--- src/rtl/pipe_hazard_ctrl.sv ---
// Stall/flush sequencer for the 5-stage pipeline. It arbitrates memory wait states, a fixed-latency
// divider, load-use hazards and taken branches into hold/flush controls for PC, IF/ID, ID/EX and EX/MEM.
module pipe_hazard_ctrl #(
  parameter int DIV_CYCLES = 32,
  parameter int CNT_W      = 6
) (
  input  logic        clk,
  input  logic        rst,
  input  logic [4:0]  id_Rs,
  input  logic [4:0]  id_Rt,
  input  logic        id_uses_rt,
  input  logic        ex_MemRead,
  input  logic [4:0]  ex_wreg,
  input  logic        ex_div_start,
  input  logic        ex_branch_taken,
  input  logic        mem_req,
  input  logic        mem_ready,
  output logic        stall_pc,
  output logic        stall_if_id,
  output logic        stall_id_ex,
  output logic        stall_ex_mem,
  output logic        flush_if_id,
  output logic        flush_id_ex,
  output logic        bubble_ex_mem,
  output logic        div_done,
  output logic [31:0] stall_cycles
);

  typedef enum logic [1:0] {
    RUN      = 2'd0,
    DIV_BUSY = 2'd1,
    MEM_WAIT = 2'd2
  } state_t;

  // The start cycle is the first of DIV_CYCLES, and cnt==0 marks the last one.
  localparam logic [CNT_W-1:0] CNT_LOAD = CNT_W'(DIV_CYCLES - 2);

  state_t           state;
  state_t           state_next;
  logic [CNT_W-1:0] cnt;
  logic [CNT_W-1:0] cnt_next;
  logic             load_use;
  logic             mem_miss;

  assign load_use = ex_MemRead && (ex_wreg != 5'd0) &&
                    ((ex_wreg == id_Rs) || (id_uses_rt && (ex_wreg == id_Rt)));
  assign mem_miss = mem_req && !mem_ready;

  always_ff @(posedge clk or negedge rst) begin
    if (!rst) begin
      state        <= RUN;
      cnt          <= '0;
      stall_cycles <= '0;
    end else begin
      state <= state_next;
      cnt   <= cnt_next;
      if (stall_pc)
        stall_cycles <= stall_cycles + 32'd1;
    end
  end

  always_comb begin
    state_next    = state;
    cnt_next      = cnt;
    stall_pc      = 1'b0;
    stall_if_id   = 1'b0;
    stall_id_ex   = 1'b0;
    stall_ex_mem  = 1'b0;
    flush_if_id   = 1'b0;
    flush_id_ex   = 1'b0;
    bubble_ex_mem = 1'b0;
    div_done      = 1'b0;

    case (state)
      RUN: begin
        if (mem_miss) begin
          stall_pc     = 1'b1;
          stall_if_id  = 1'b1;
          stall_id_ex  = 1'b1;
          stall_ex_mem = 1'b1;
          state_next   = MEM_WAIT;
        end else if (ex_div_start) begin
          stall_pc      = 1'b1;
          stall_if_id   = 1'b1;
          stall_id_ex   = 1'b1;
          bubble_ex_mem = 1'b1;
          cnt_next      = CNT_LOAD;
          state_next    = DIV_BUSY;
        end else if (load_use) begin
          stall_pc    = 1'b1;
          stall_if_id = 1'b1;
          flush_id_ex = 1'b1;
        end else if (ex_branch_taken) begin
          flush_if_id = 1'b1;
        end
      end

      // A memory miss freezes the divider too; the countdown resumes once memory completes.
      DIV_BUSY: begin
        if (mem_miss) begin
          stall_pc     = 1'b1;
          stall_if_id  = 1'b1;
          stall_id_ex  = 1'b1;
          stall_ex_mem = 1'b1;
        end else if (cnt == '0) begin
          div_done   = 1'b1;
          state_next = RUN;
        end else begin
          stall_pc      = 1'b1;
          stall_if_id   = 1'b1;
          stall_id_ex   = 1'b1;
          bubble_ex_mem = 1'b1;
          cnt_next      = cnt - 1'b1;
        end
      end

      MEM_WAIT: begin
        if (mem_ready) begin
          state_next = RUN;
        end else begin
          stall_pc     = 1'b1;
          stall_if_id  = 1'b1;
          stall_id_ex  = 1'b1;
          stall_ex_mem = 1'b1;
        end
      end

      default: begin
        state_next = RUN;
      end
    endcase
  end

endmodule
--- config.mk ---
export PLATFORM = sky130hd
export DESIGN_NAME = pipe_hazard_ctrl
export DESIGN_NICKNAME = d
export VERILOG_FILES = /design/src/rtl/pipe_hazard_ctrl.sv
export SDC_FILE = /design/constraint.sdc
export NUM_CORES = 1
export LEC_CHECK = 0
export CAP_MARGIN = 20
export CORE_MARGIN = 2
export CORE_UTILIZATION = 43
export CTS_CLUSTER_SIZE = 40
export DETAILED_ROUTE_END_ITERATION = 12
export MAX_ROUTING_LAYER = met4
export PLACE_DENSITY_LB_ADDON = 0.12
export SLEW_MARGIN = 20
export SYNTH_ARGS = -nofsm -noshare
export SYNTH_HDL_FRONTEND = slang
export SYNTH_SLANG_ARGS = --single-unit
--- constraint.sdc ---
create_clock -name clk -period 1.95 [get_ports clk]
set_clock_uncertainty 0.15 [all_clocks]
set_input_delay 0.195 -clock clk [delete_from_list [all_inputs] [get_ports clk]]
set_output_delay 0.195 -clock clk [all_outputs]
set_load 0.01 [all_outputs]
# == Yosys cells after proc, flatten, opt, wreduce, memory -nomap -nowiden ==
# Cells that the tools add are included.
# word_totals
word_cells,66
out_inout_bits,40
in_bits,23
ff_bits,40
# op_classes
addsub,2
n_reduce_logical,13
eq_ne,11
muxes,37
# op_table
operator,count
"32-bit by 1-bit adder with 32-bit output, second input constant",1
6-bit 2-to-1 mux,4
1-bit 2-to-1 mux,22
"2-bit inequality test, second input constant",6
6-bit case mux with 2 select lines,1
5-bit == test,2
2-bit 2-to-1 mux,5
6-bit zero test,1
1-bit case mux with 3 select lines,2
2-bit case mux with 3 select lines,1
"6-bit by 1-bit subtractor with 6-bit output, second input constant",1
5-bit AND reduction,1
5-bit nonzero test,1
1-bit logical AND,4
1-bit case mux with 2 select lines,2
4-bit AND reduction,1
"3-bit inequality test, second input constant",1
"2-bit by 1-bit == test with 1-bit output, second input constant",1
"2-bit == test, second input constant",1
2-bit zero test,1
2-bit nonzero test,1
2-bit OR reduction,1
1-bit zero test,1
1-bit logical OR,1

# == Logic depth before layout (Yosys ltp) ==
# Gate-level depths: netlist of the first run.
# logic_depth
word_depth,8
mapped_depth,9

# == Worst setup path after synthesis of the first run ==
# Ideal clock, no wire load.
# synth_path
path_type,register to register
startpoint,register cnt[0]
endpoint,register stall_cycles[1]
arrival_time_ns,1.882
stages_incl_launch_ff,9
slack_ns,-0.210
required_time_ns,1.672
n_path_buf,1
cell_sequence,dfrtp_1 -> inv_1 -> ha_1 -> nor2b_1 -> a211oi_1 -> a211o_1 -> a31oi_4 -> buf_6 -> mux2_1
# synth_between
elab_chain_len,4
# synth_rtl
element,line_no,rtl
start: declaration,40,logic [CNT_W-1:0] cnt;
start signal: assignment,56,cnt <= cnt_next;
6-bit zero test,105,end else if (cnt == '0) begin
1-bit 2-to-1 mux,105,
1-bit 2-to-1 mux,100,if (mem_miss) begin
1-bit case mux with 3 select lines,74,case (state)
end signal: assignment,58,stall_cycles <= stall_cycles + 32'd1;
end: declaration,26,output logic [31:0] stall_cycles
# No other way between the ends.
# A chain may end at the register's enable or synchronous reset.

# == Final worst setup path of the first run ==
# layout_path
startpoint,register cnt[0]
endpoint,register stall_cycles[18]
# Same word-level chain as after synthesis.

==> flow_metrics.env, run 1 <==
export IMPL_finalSetupTns_ns=-5.486
export IMPL_grt_overflow_total=0
export IMPL_min_period_ns=2.143
export IMPL_clkLatencyLatePin_ns=0.29
export IMPL_syn_area_um2=2191
export IMPL_syn_num_nets=244
export IMPL_grt_pass1_wl_mm=9.301
export IMPL_numClockSinks=40
export IMPL_port_buffers=62
export IMPL_clockBufferDepth=2
export IMPL_multi_input_area_um2=1505
export IMPL_core_area_um2=4817
export IMPL_final_fill_count=358
export IMPL_ir_worst_vdd_mv=0.7366
export IMPL_netlist_cell_type_count=39
export IMPL_crit_buf_inv=3
export IMPL_path_cells="inv_2, ha_4, nor2b_4, a211oi_2, a211o_1, a31oi_4, buf_6, buf_16, nor4b_4, xor2_1"
export IMPL_crit_required_ns=1.96
export IMPL_fp_dieH_um=75.38
export IMPL_slowest_delay_ns=0.39
export IMPL_yosysSeqAreaShare_pct=45.69
export IMPL_grt_max_degree=41
export IMPL_synth_area_top_cells="dfrtp_1 (46%), xor2_1 (12%), xnor2_1 (5.6%)"
export IMPL_hold_viol=0
export IMPL_synth_edf_count=0
export IMPL_status="complete, but fails checks"
export IMPL_final_seq_area_um2=1001
export IMPL_dr_first_iter_drc_count=135
export IMPL_synth_ff_type="dfrtp_1"
export IMPL_floorplan_initialDensity_pct=45.48
export IMPL_rsz0062_at_grt="true"
export IMPL_cts_root_buf="clkbuf_8"
export IMPL_critPathCaptureType="register"
export IMPL_reg2reg_from="cnt[0]"
export IMPL_route_detailed_drc=0
export IMPL_avgSynthCellArea_um2=10.00
export IMPL_ys_warn_count=0
export IMPL_setup_slack_ns=-0.1928
export IMPL_drtPass1Iterations=4
export IMPL_finalCritPeriodShare_pct=109.9
export IMPL_vias=2049
export IMPL_hold_slack_ns=0.3295
export IMPL_area_delta_synth_final_pct=69.22
export IMPL_synth_top_area_cell="dfrtp_1"
export IMPL_globalplace_congestion=0.8167
export IMPL_setup_violations=39
export IMPL_synth_seq_cells=40
export IMPL_maxCapViolCount=0
export IMPL_cp_slowest_cell="dfrtp_1"
export IMPL_num_antenna_cells=0
export IMPL_p_per_area_nw_per_um2=958.2
export IMPL_slew_viol_final=0
export IMPL_violations="negative setup slack"
export IMPL_async_reset_ff_share_pct=100.0
export IMPL_drive_gt1_share_pct=33.23
export IMPL_worst_slew_pin_slew_ns=0.5035
export IMPL_first_global_vias=2045
export IMPL_dp_hpwl_mm=3.754
export IMPL_path_clk_slew_ns=0.08
export IMPL_arrival_ns=2.16
export IMPL_postSynthCellCount=219
export IMPL_die_area_um2=5682
export IMPL_ios=63
export IMPL_tritoncts="yes"
export IMPL_fmax_mhz=466.7
export IMPL_cp_max_fo=8
export IMPL_critical_path_top_delay_family="compound AO/OA/AOI/OAI gates"
export IMPL_ff2ff_setup_slack_ns=-0.19
export IMPL_r2r_end="stall_cycles[18]"
export IMPL_nets=352
export IMPL_post_drt_via_cell_ratio=5.187
export IMPL_maxSlewHeadroom_pct=66.43
export IMPL_routed_wirelength_mm=5.912
export IMPL_chipWidth_um=75.38
export IMPL_cts_made_buffers=5
export IMPL_wire_per_inst_um=14.97
export IMPL_antenna_found_initial=0
export IMPL_cp_start_kind="register"
export IMPL_htree_levels=2
export IMPL_grt_total_usage_pct=22.07
export IMPL_hold_class="input pin to asynchronous set/reset pin"
export IMPL_antenna_left=0
export IMPL_path_class="register to register"
export IMPL_yosys_area_top_type_share_pct=45.69
export IMPL_p_leak_nw=1.542
export IMPL_reg2regPathDepth=10
export IMPL_row_count=25
## layout by cell type, fill, tap and decap left out, types with 3 or more instances in the layout
cell type,instances
xnor2_1,11
buf_6,3
buf_4,41
inv_1,3
nor3_1,4
dlygate4sd2_1,11
clkbuf_8,5
nand2b_1,4
nor3_4,3
clkdlybuf4s50_1,38
nor4_4,11
nand4_1,5
xnor2_2,3
nand2_1,17
buf_2,7
dfrtp_1,40
and3_1,4
a21oi_1,3
nor2_1,9
xor2_1,31
nand3_1,14
nor3_2,9
nor4b_4,4
dlymetal6s2s_1,4
## cell usage after synthesis (3+ instances only)
cell type,count
buf_2,3
nor4_1,12
and3_1,4
nor4b_1,4
nand2_1,18
xor2_1,31
nand3_1,14
nand2b_1,4
buf_4,3
dfrtp_1,40
nor2_1,11
nor3_1,16
xnor2_1,14
a21oi_1,3
inv_1,5
o21ai_0,3
nand4_1,5
## per-layer routing
metal  routed length (µm)  part of all wire (%)  track usage, %  vias up
li1                     -                     -               -      981
met5                    0                     0               -        -
met1                 2517                    43           27.52      991
met4                  129                   2.2           8.382        0
met2                 3024                    51           35.85       66
met3                  239                   4.0           3.836       11
## timing repair
item / CTS / global route
gates cloned: 1 / 0
hold buffers: 1 / 0
endpoints found under the hold margin: 40 / 0
setup buffers: 4 / 2
pin swaps: 28 / 20
setup endpoints to repair: 41 / 42
resized for setup: 75 / 25
## power by group
group          total (W)  leakage, nW  switching [W]  internal [W]
Sequential       0.00121        0.460       0.000184       0.00102
Combinational    0.00168         1.03       0.000787      0.000895
Clock           0.000664       0.0552       0.000284      0.000380
Total            0.00355         1.54        0.00126       0.00230
## cell type report
class                   instances  area share, %
flip-flops and latches         40          27.00
multi-input cells             165          40.60
well taps                      67          2.261
clock buffers                   6          1.957
repair buffers                110          26.73
clock inverters                 2         0.9450
inverters                       5         0.5062
## worst reg2reg max path, delay by kind of cell, from the launching register on
family / cells / cell delay [ns]
adder cells (fa/ha/maj): 1 / 0.14
flip-flops: 1 / 0.39
buffers and inverters: 3 / 0.42
AO/OA/AOI/OAI: 3 / 0.53
XOR/XNOR: 1 / 0.18
AND/OR/NAND/NOR: 2 / 0.23
## how the worst max path moves through the flow
stage	start	end	slack (ns)	depth (start not counted)
final	cnt[0]	stall_cycles[18]	-0.19	10
after floorplan	cnt[0]	stall_pc	-0.20	9
after global routing	cnt[0]	stall_if_id	-0.29	8
after detailed placement	ex_wreg[2]	flush_if_id	-0.62	6
after CTS	cnt[0]	stall_if_id	-0.16	8
after global placement	ex_wreg[1]	flush_if_id	-0.61	6
## cell families (layout without fill, tap and decap cells)
kind of cell               after synthesis  in the layout  synth area share [%]
and+or+nand+nor                        100            100                 24.73
xor gates and xnor gates                45             45                 17.99
DFF                                     40             40                 45.69
AOI/OAI and AO/OA                       16             16                 5.711
buffers and inverters                   14            123                 3.769
adders and majority gates                2              2                 1.142
muxes                                    2              2                0.9709
## per-stage QoR
stage	utilization (%)	cells	setup slack (ns)	area (µm²)	total power, W
5_1_grt	76.96	395	-0.2869	3707	0.003757
3_3_place_gp	67.43	379	-0.6116	3248	0.002590
6_report	76.96	395	-0.1928	3707	0.003552
3_5_place_dp	67.43	379	-0.6157	3248	0.002614
2_1_floorplan	-	219	-0.2003	2287	0.001896
4_1_cts	74.52	393	-0.1600	3590	0.003463
## state kept, by name, indices dropped and copies added, names as in the netlist
register	cells
cnt	6
stall_cycles	32
state	2
Note: power is estimated with default switching activity, not from simulation.
==> run 2, diff against run 1 <==
==> constraint.sdc (replaced) <==
create_clock -name clk -period 1.95 [get_ports clk]
set_clock_uncertainty 0.15 [all_clocks]
set_input_delay 0.585 -clock clk [delete_from_list [all_inputs] [get_ports clk]]
set_output_delay 0.585 -clock clk [all_outputs]
set_load 0.01 [all_outputs]
==> run 2 against run 1 <==
Effect of this change: the run still ends with negative setup slack left; routed wire length rose by 18%; utilization rose by 4.2 points; global-route usage rose by 4.0 points; register-to-register slack got worse by 0.20 ns; design area rose by 5.5%; largest power group unchanged; sequential power barely moved; die area did not move; worst hold slack got worse by 0.29 ns.
==> flow_metrics.env, run 2 (synthesis gave the netlist of run 1 again) <==
export IMPL_cp_start_kind="register"
export IMPL_finalPower_w=0.003623
export IMPL_antenna_found_initial=0
export IMPL_violations="negative setup slack"
export IMPL_placed_area_um2=3289
export IMPL_hold_viol=0
export IMPL_finalCritPeriodShare_pct=131.5
export IMPL_hold_class="input pin to asynchronous set/reset pin"
export IMPL_min_period_ns=2.564
export IMPL_antenna_left=0
export IMPL_floorplan_initialDensity_pct=45.48
export IMPL_p_leak_nw=1.751
export IMPL_finalSetupTns_ns=-14.00
export IMPL_final_seq_area_um2=1005
export IMPL_num_antenna_cells=0
export IMPL_rsz0062_at_grt="true"
export IMPL_drtPass1Iterations=4
export IMPL_core_area_um2=4817
export IMPL_cts_root_buf="clkbuf_8"
export IMPL_slew_viol_final=0
export IMPL_crit_required_ns=1.21
export IMPL_maxSlewHeadroom_pct=73.14
export IMPL_port_buffers=62
export IMPL_routed_wirelength_mm=6.977
export IMPL_setup_slack_ns=-0.6139
export IMPL_row_count=25
export IMPL_fmax_mhz=390.0
export IMPL_grt_total_usage_pct=26.02
export IMPL_clkLatencyLatePin_ns=0.30
export IMPL_regMostFlops="stall_cycles"
export IMPL_setup_violations=44
export IMPL_ir_worst_vdd_mv=0.5777
export IMPL_first_global_vias=2222
export IMPL_cts_made_buffers=5
export IMPL_vias=2196
export IMPL_p_per_area_nw_per_um2=926.4
export IMPL_area_delta_synth_final_pct=78.53
export IMPL_tritoncts="yes"
export IMPL_final_common_cell="buf_4"
export IMPL_nets=372
export IMPL_fp_dieH_um=75.38
export IMPL_fin_area_um2=3911
export IMPL_biggestRegsByFlops="stall_cycles x32, cnt x6, state x2"
export IMPL_hold_slack_ns=0.03902
export IMPL_die_area_um2=5682
export IMPL_clockBufferDepth=2
export IMPL_dp_hpwl_mm=3.892
export IMPL_ios=63
export IMPL_status="complete, but fails checks"
export IMPL_final_fill_count=327
export IMPL_largest_register_ffs=32
export IMPL_cp_max_fo=4
export IMPL_chipWidth_um=75.38
export IMPL_route_detailed_drc=0
export IMPL_htree_levels=2
export IMPL_multi_input_area_um2=1555
export IMPL_maxCapViolCount=0
export IMPL_wire_per_inst_um=16.81
export IMPL_arrival_ns=1.83
export IMPL_path_class="register to output pin"
export IMPL_grt_pass1_wl_mm=10.66
export IMPL_worst_slew_pin_slew_ns=0.4015
export IMPL_most_common_layout_cells="buf_4 (54), dfrtp_1 (37), dlygate4sd2_1 (32), xor2_1 (31), nand2_1 (16)"
export IMPL_globalplace_congestion=0.8226
export IMPL_dr_first_iter_drc_count=107
export IMPL_post_drt_via_cell_ratio=5.292
export IMPL_grt_max_degree=27
export IMPL_numClockSinks=40
export IMPL_grt_overflow_total=0
export IMPL_critPathCaptureType="output pin"
export IMPL_path_clk_slew_ns=0.08
export IMPL_drive_gt1_share_pct=45.69
-- run 2: changes by cell type in the layout (fill, tap and decap cells not counted), moves of 3 or more --
cell / previous run / this run
dlygate4sd2_1: 11 / 32
buf_2: 7 / 15
dfrtp_1: 40 / 37
clkdlybuf4s50_1: 38 / 2
buf_4: 41 / 54
dfrtp_2: 0 / 3
xnor2_1: 11 / 5
buf_6: 3 / 15
xnor2_2: 3 / 9
-- run 2: area by class of cell --
type,count,area share (%)
Tap cell,67,2.143
Timing Repair Buffer,130,29.62
Sequential cell,40,25.69
Multi-Input combinational cell,165,39.76
Clock buffer,5,1.759
Inverter,5,0.5438
Clock inverter,3,0.4798
-- run 2: final timing paths --
check                      slack (ns)  cells after the start                to             start
setup / recovery                -0.61                      7       stall_if_id            cnt[3]
hold / removal                   0.04                      1  stall_cycles[24]               rst
setup reg to reg                -0.39                      9  stall_cycles[26]            cnt[3]
hold reg to reg                  0.34                      1  stall_cycles[31]  stall_cycles[31]
max in group asynchronous        1.15                      2          state[1]               rst
min in group clk                 0.34                      1  stall_cycles[31]  stall_cycles[31]
-- run 2: power by group --
group	internal, W	switching, W
combinational	0.000959	0.000894
clock	0.000250	0.000311
sequential	0.00102	0.000186
total	0.00223	0.00139
-- run 2: metal layers --
layer	GRT usage (%)	share of wire [%]	vias up
li1	-	-	1023
met1	28.08	39	1107
met2	47.34	55	58
met3	4.762	3.7	8
met4	9.552	1.8	0
met5	-	0	-
-- run 2: worst max-delay path: stages, from the launching register on --
cell and delay [ns]:
dfrtp_1 0.42, nor3_2 0.25, buf_4 0.17, a211oi_2 0.06, a211o_1 0.26, a31oi_4 0.19, inv_4 0.06, buf_6 0.12
-- run 2: metrics by stage --
stage	instances	utilization, %	setup WS [ns]
global placement	385	68.29	-1.391
detailed placement	385	68.29	-1.408
floorplan	219	-	-0.6582
CTS	410	77.53	-0.5944
finish	415	81.19	-0.6139
global route	415	81.19	-0.6816
-- run 2: timing repair --
action,CTS,global route
gates cloned,2,0
setup endpoints to repair,76,49
gates resized for setup,175,32
hold endpoints to repair,0,0
hold buffers,0,0
setup buffers,15,7
pin swaps,26,18
==> run 3, diff against run 2 <==
--- a/config.mk
+++ b/config.mk
@@ -5,11 +5,13 @@
 export SDC_FILE = /design/constraint.sdc
 export NUM_CORES = 1
 export LEC_CHECK = 0
+export ABC_AREA = 1
 export CAP_MARGIN = 20
 export CORE_MARGIN = 2
-export CORE_UTILIZATION = 43
+export CORE_UTILIZATION = 46
 export CTS_CLUSTER_SIZE = 40
 export DETAILED_ROUTE_END_ITERATION = 12
+export HOLD_SLACK_MARGIN = 0.08
 export MAX_ROUTING_LAYER = met4
 export PLACE_DENSITY_LB_ADDON = 0.12
 export SLEW_MARGIN = 20
==> run 3 against run 2 <==
Effect of this change: the run still ends with negative setup slack left; sequential share of layout area shrank 1.4 points; worst setup slack gained 0.13 ns; first-iteration DRC count up 29%; sequential cell count did not move; cell count increased by 49%; global-route usage grew 1.3 points; register-to-register slack better by 0.38 ns; clock power rose by 5.5%.
==> flow_metrics.env, run 3 <==
export IMPL_p_clk_share_pct=15.9
export IMPL_port_buffers=62
export IMPL_critPathCaptureType="output pin"
export IMPL_p_leak_nw=2.404
export IMPL_postSynthCellCount=422
export IMPL_cp_max_fo=3
export IMPL_avgSynthCellArea_um2=6.701
export IMPL_area_delta_synth_final_pct=47.74
export IMPL_core_area_um2=5921
export IMPL_synth_ff_type="dfrtp_1"
export IMPL_vias=3125
export IMPL_final_cells=618
export IMPL_swShare_pct=41.75
export IMPL_wire_per_inst_um=13.87
export IMPL_arrival_ns=1.70
export IMPL_ir_worst_vdd_mv=0.9572
export IMPL_row_count=28
export IMPL_cts_root_buf="clkbuf_8"
export IMPL_nets=567
export IMPL_critical_path_top_delay_family="simple AND/OR/NAND/NOR gates"
export IMPL_ys_warn_count=0
export IMPL_floorplan_initialDensity_pct=47.76
export IMPL_setup_violations=13
export IMPL_cp_start_kind="register"
export IMPL_synth_compound_area_share_pct=2.212
export IMPL_num_antenna_cells=0
export IMPL_path_class="register to output pin"
export IMPL_yosys_area_top_type_share_pct=35.40
export IMPL_p_int_w=0.002169
export IMPL_fmax_mhz=410.1
export IMPL_fp_dieH_um=82.41
export IMPL_synth_seq_cells=40
export IMPL_netlist_cell_type_count=27
export IMPL_antenna_left=0
export IMPL_syn_area_um2=2828
export IMPL_biggestRegsByFlops="stall_cycles x32, cnt x6, state x2"
export IMPL_async_reset_ff_share_pct=100.0
export IMPL_largest_register_ffs=32
export IMPL_status="complete, but fails checks"
export IMPL_grt_overflow_total=0
export IMPL_synth_top_family_by_area="simple AND/OR/NAND/NOR gates"
export IMPL_route_detailed_drc=0
export IMPL_grt_pass1_wl_mm=13.91
export IMPL_crit_buf_inv=4
export IMPL_hold_buffers=0
export IMPL_grt_max_degree=33
export IMPL_slowest_delay_ns=0.40
export IMPL_setup_slack_ns=-0.4883
export IMPL_yosysMostFrequentCell="nand2_1"
export IMPL_chipWidth_um=82.41
export IMPL_final_common_cell="nand2_1"
export IMPL_globalplace_congestion=0.9262
export IMPL_switchingPower_w=0.001554
export IMPL_min_period_ns=2.438
export IMPL_yosys_top_cells_count="nand2_1 (161), nand3_1 (46), dfrtp_1 (40)"
export IMPL_clkLatencyLatePin_ns=0.30
export IMPL_numClockSinks=40
export IMPL_most_common_layout_cells="nand2_1 (150), buf_4 (56), nand3_1 (45), nor2_1 (28), dfrtp_1 (28)"
export IMPL_clockBufferDepth=2
export IMPL_hold_class="input pin to asynchronous set/reset pin"
export IMPL_synthAdderAreaFrac_pct=0.8850
export IMPL_finalCritPeriodShare_pct=125.0
export IMPL_final_fill_count=527
export IMPL_cts_made_buffers=5
export IMPL_post_drt_via_cell_ratio=5.057
export IMPL_violations="negative setup slack"
export IMPL_antenna_found_initial=0
export IMPL_grt_total_usage_pct=27.35
export IMPL_regMostFlops="stall_cycles"
export IMPL_path_cells="inv_2, ha_4, inv_4, nor2_4, nand3_4, nand2_2, nand2_2, nor2_4, buf_6, nand2_4, buf_6"
export IMPL_rsz0062_at_grt="true"
export IMPL_reg2regPathDepth=13
export IMPL_yosysSeqAreaShare_pct=35.40
export IMPL_drtPass1Iterations=5
export IMPL_synth_simple_gate_area_share_pct=44.87
export IMPL_maxCapViolCount=0
export IMPL_worst_slew_pin_slew_ns=0.4989
export IMPL_dpl_cell_count=580
export IMPL_die_area_um2=6791
export IMPL_maxSlewHeadroom_pct=66.74
export IMPL_synth_xor_area_share_pct=7.743
export IMPL_slew_viol_final=0
export IMPL_ios=63
export IMPL_dr_first_iter_drc_count=138
export IMPL_drive_gt1_share_pct=31.12
export IMPL_cp_slowest_cell="dfrtp_1"
export IMPL_crit_required_ns=1.21
export IMPL_path_clk_slew_ns=0.09
export IMPL_utilization_pct=70.56
export IMPL_dp_hpwl_mm=5.994
export IMPL_p_per_area_nw_per_um2=891.2
export IMPL_p_comb_share_pct=55.3
export IMPL_synth_edf_count=0
export IMPL_routed_wirelength_mm=8.569
export IMPL_tritoncts="yes"
export IMPL_synthMuxAreaShare_pct=0
export IMPL_syn_num_nets=447
export IMPL_synth_top_area_cell="dfrtp_1"
export IMPL_first_global_vias=3107
export IMPL_worstSetupPathDepth=11
export IMPL_htree_levels=2
export IMPL_synth_area_top_cells="dfrtp_1 (35%), nand2_1 (21%), nand3_1 (8.1%)"
export IMPL_p_seq_share_pct=28.8
export IMPL_finalPower_w=0.003723
export IMPL_hold_viol=0
[run 3: changes by cell type in the layout (fill, tap and decap cells not counted), moves of 15 or more]
cell	previous run	this run
nand3_1	14	45
xor2_1	31	16
nand2_1	16	150
dlygate4sd2_1	32	14
inv_1	1	25
nor2_1	11	28
[run 3: power groups by stage]
stage / sequential [W] / combinational, W / clock [W]
finish: 0.00107 / 0.00206 / 0.000592
detailed placement: 0.00113 / 0.00163 / 0
global route: 0.00109 / 0.00226 / 0.000629
floorplan: 0.00114 / 0.000973 / 0
global placement: 0.00113 / 0.00160 / 0
CTS: 0.00107 / 0.00192 / 0.000599
[run 3: metal layers]
| layer | up-vias | track usage, % | share of wire (%) |
|---|---|---|---|
| li1 | 1565 | - | - |
| met1 | 1454 | 33.72 | 45 |
| met2 | 89 | 46.29 | 48 |
| met3 | 17 | 3.804 | 4.3 |
| met4 | 0 | 8.667 | 1.9 |
| met5 | - | - | 0 |
[run 3: logic make-up after synthesis]
group                      count (synthesis)
buffers and inverters                     58
adders and majority gates                  2
and+or+nand+nor                          286
xor gates and xnor gates                  25
DFF                                       40
AOI/OAI and AO/OA                         11
[run 3: worst paths after layout]
check | start | end | slack, ns
worst max-delay path | cnt[1] | stall_if_id | -0.49
worst min-delay path | rst | stall_cycles[24] | 0.1
worst max register to register | cnt[1] | stall_cycles[5] | -0.01
worst min register to register | stall_cycles[31] | stall_cycles[31] | 0.42
max in group asynchronous | rst | stall_cycles[3] | 1.05
min in group clk | stall_cycles[31] | stall_cycles[31] | 0.42
[run 3: repair_timing]
item	4_1_cts	5_1_grt
setup endpoints to repair	77	61
resized for setup	142	58
buffers inserted	31	5
pin swaps	26	15
[run 3: worst reg2reg max path, stage by stage (launching register included)]
cell and delay [ns]:
dfrtp_1 0.40, inv_2 0.08, ha_4 0.13, inv_4 0.04, nor2_4 0.13, nand3_4 0.09
nand2_2 0.09, nand2_2 0.06, nor2_4 0.11, buf_6 0.11, nand2_4 0.06, buf_4 0.25
nand2_1 0.12, nand2_1 0.05
[run 3: stage by stage]
step	hold slack, ns	instance area (µm²)	setup TNS [ns]	worst slack (ns)
after floorplan	0.1394	2883	-0.7746	-0.3028
after global placement	0.3618	3760	-30.58	-1.177
after detailed placement	0.3878	3760	-32.84	-1.230
after CTS	0.1224	4095	-2.559	-0.4404
after global routing	0.1241	4178	-6.212	-0.5573
final	0.09546	4178	-2.922	-0.4883
[run 3: layout make-up]
class	count	area (µm²)	share of cell area, %
clock buffer	7	86.33	2.066
clock inverter	1	7.507	0.1797
inverter	48	207.7	4.972
multi-input combinational	324	1707	40.85
sequential	40	1016	24.32
tap	75	93.84	2.246
timing repair buffer	123	1060	25.37
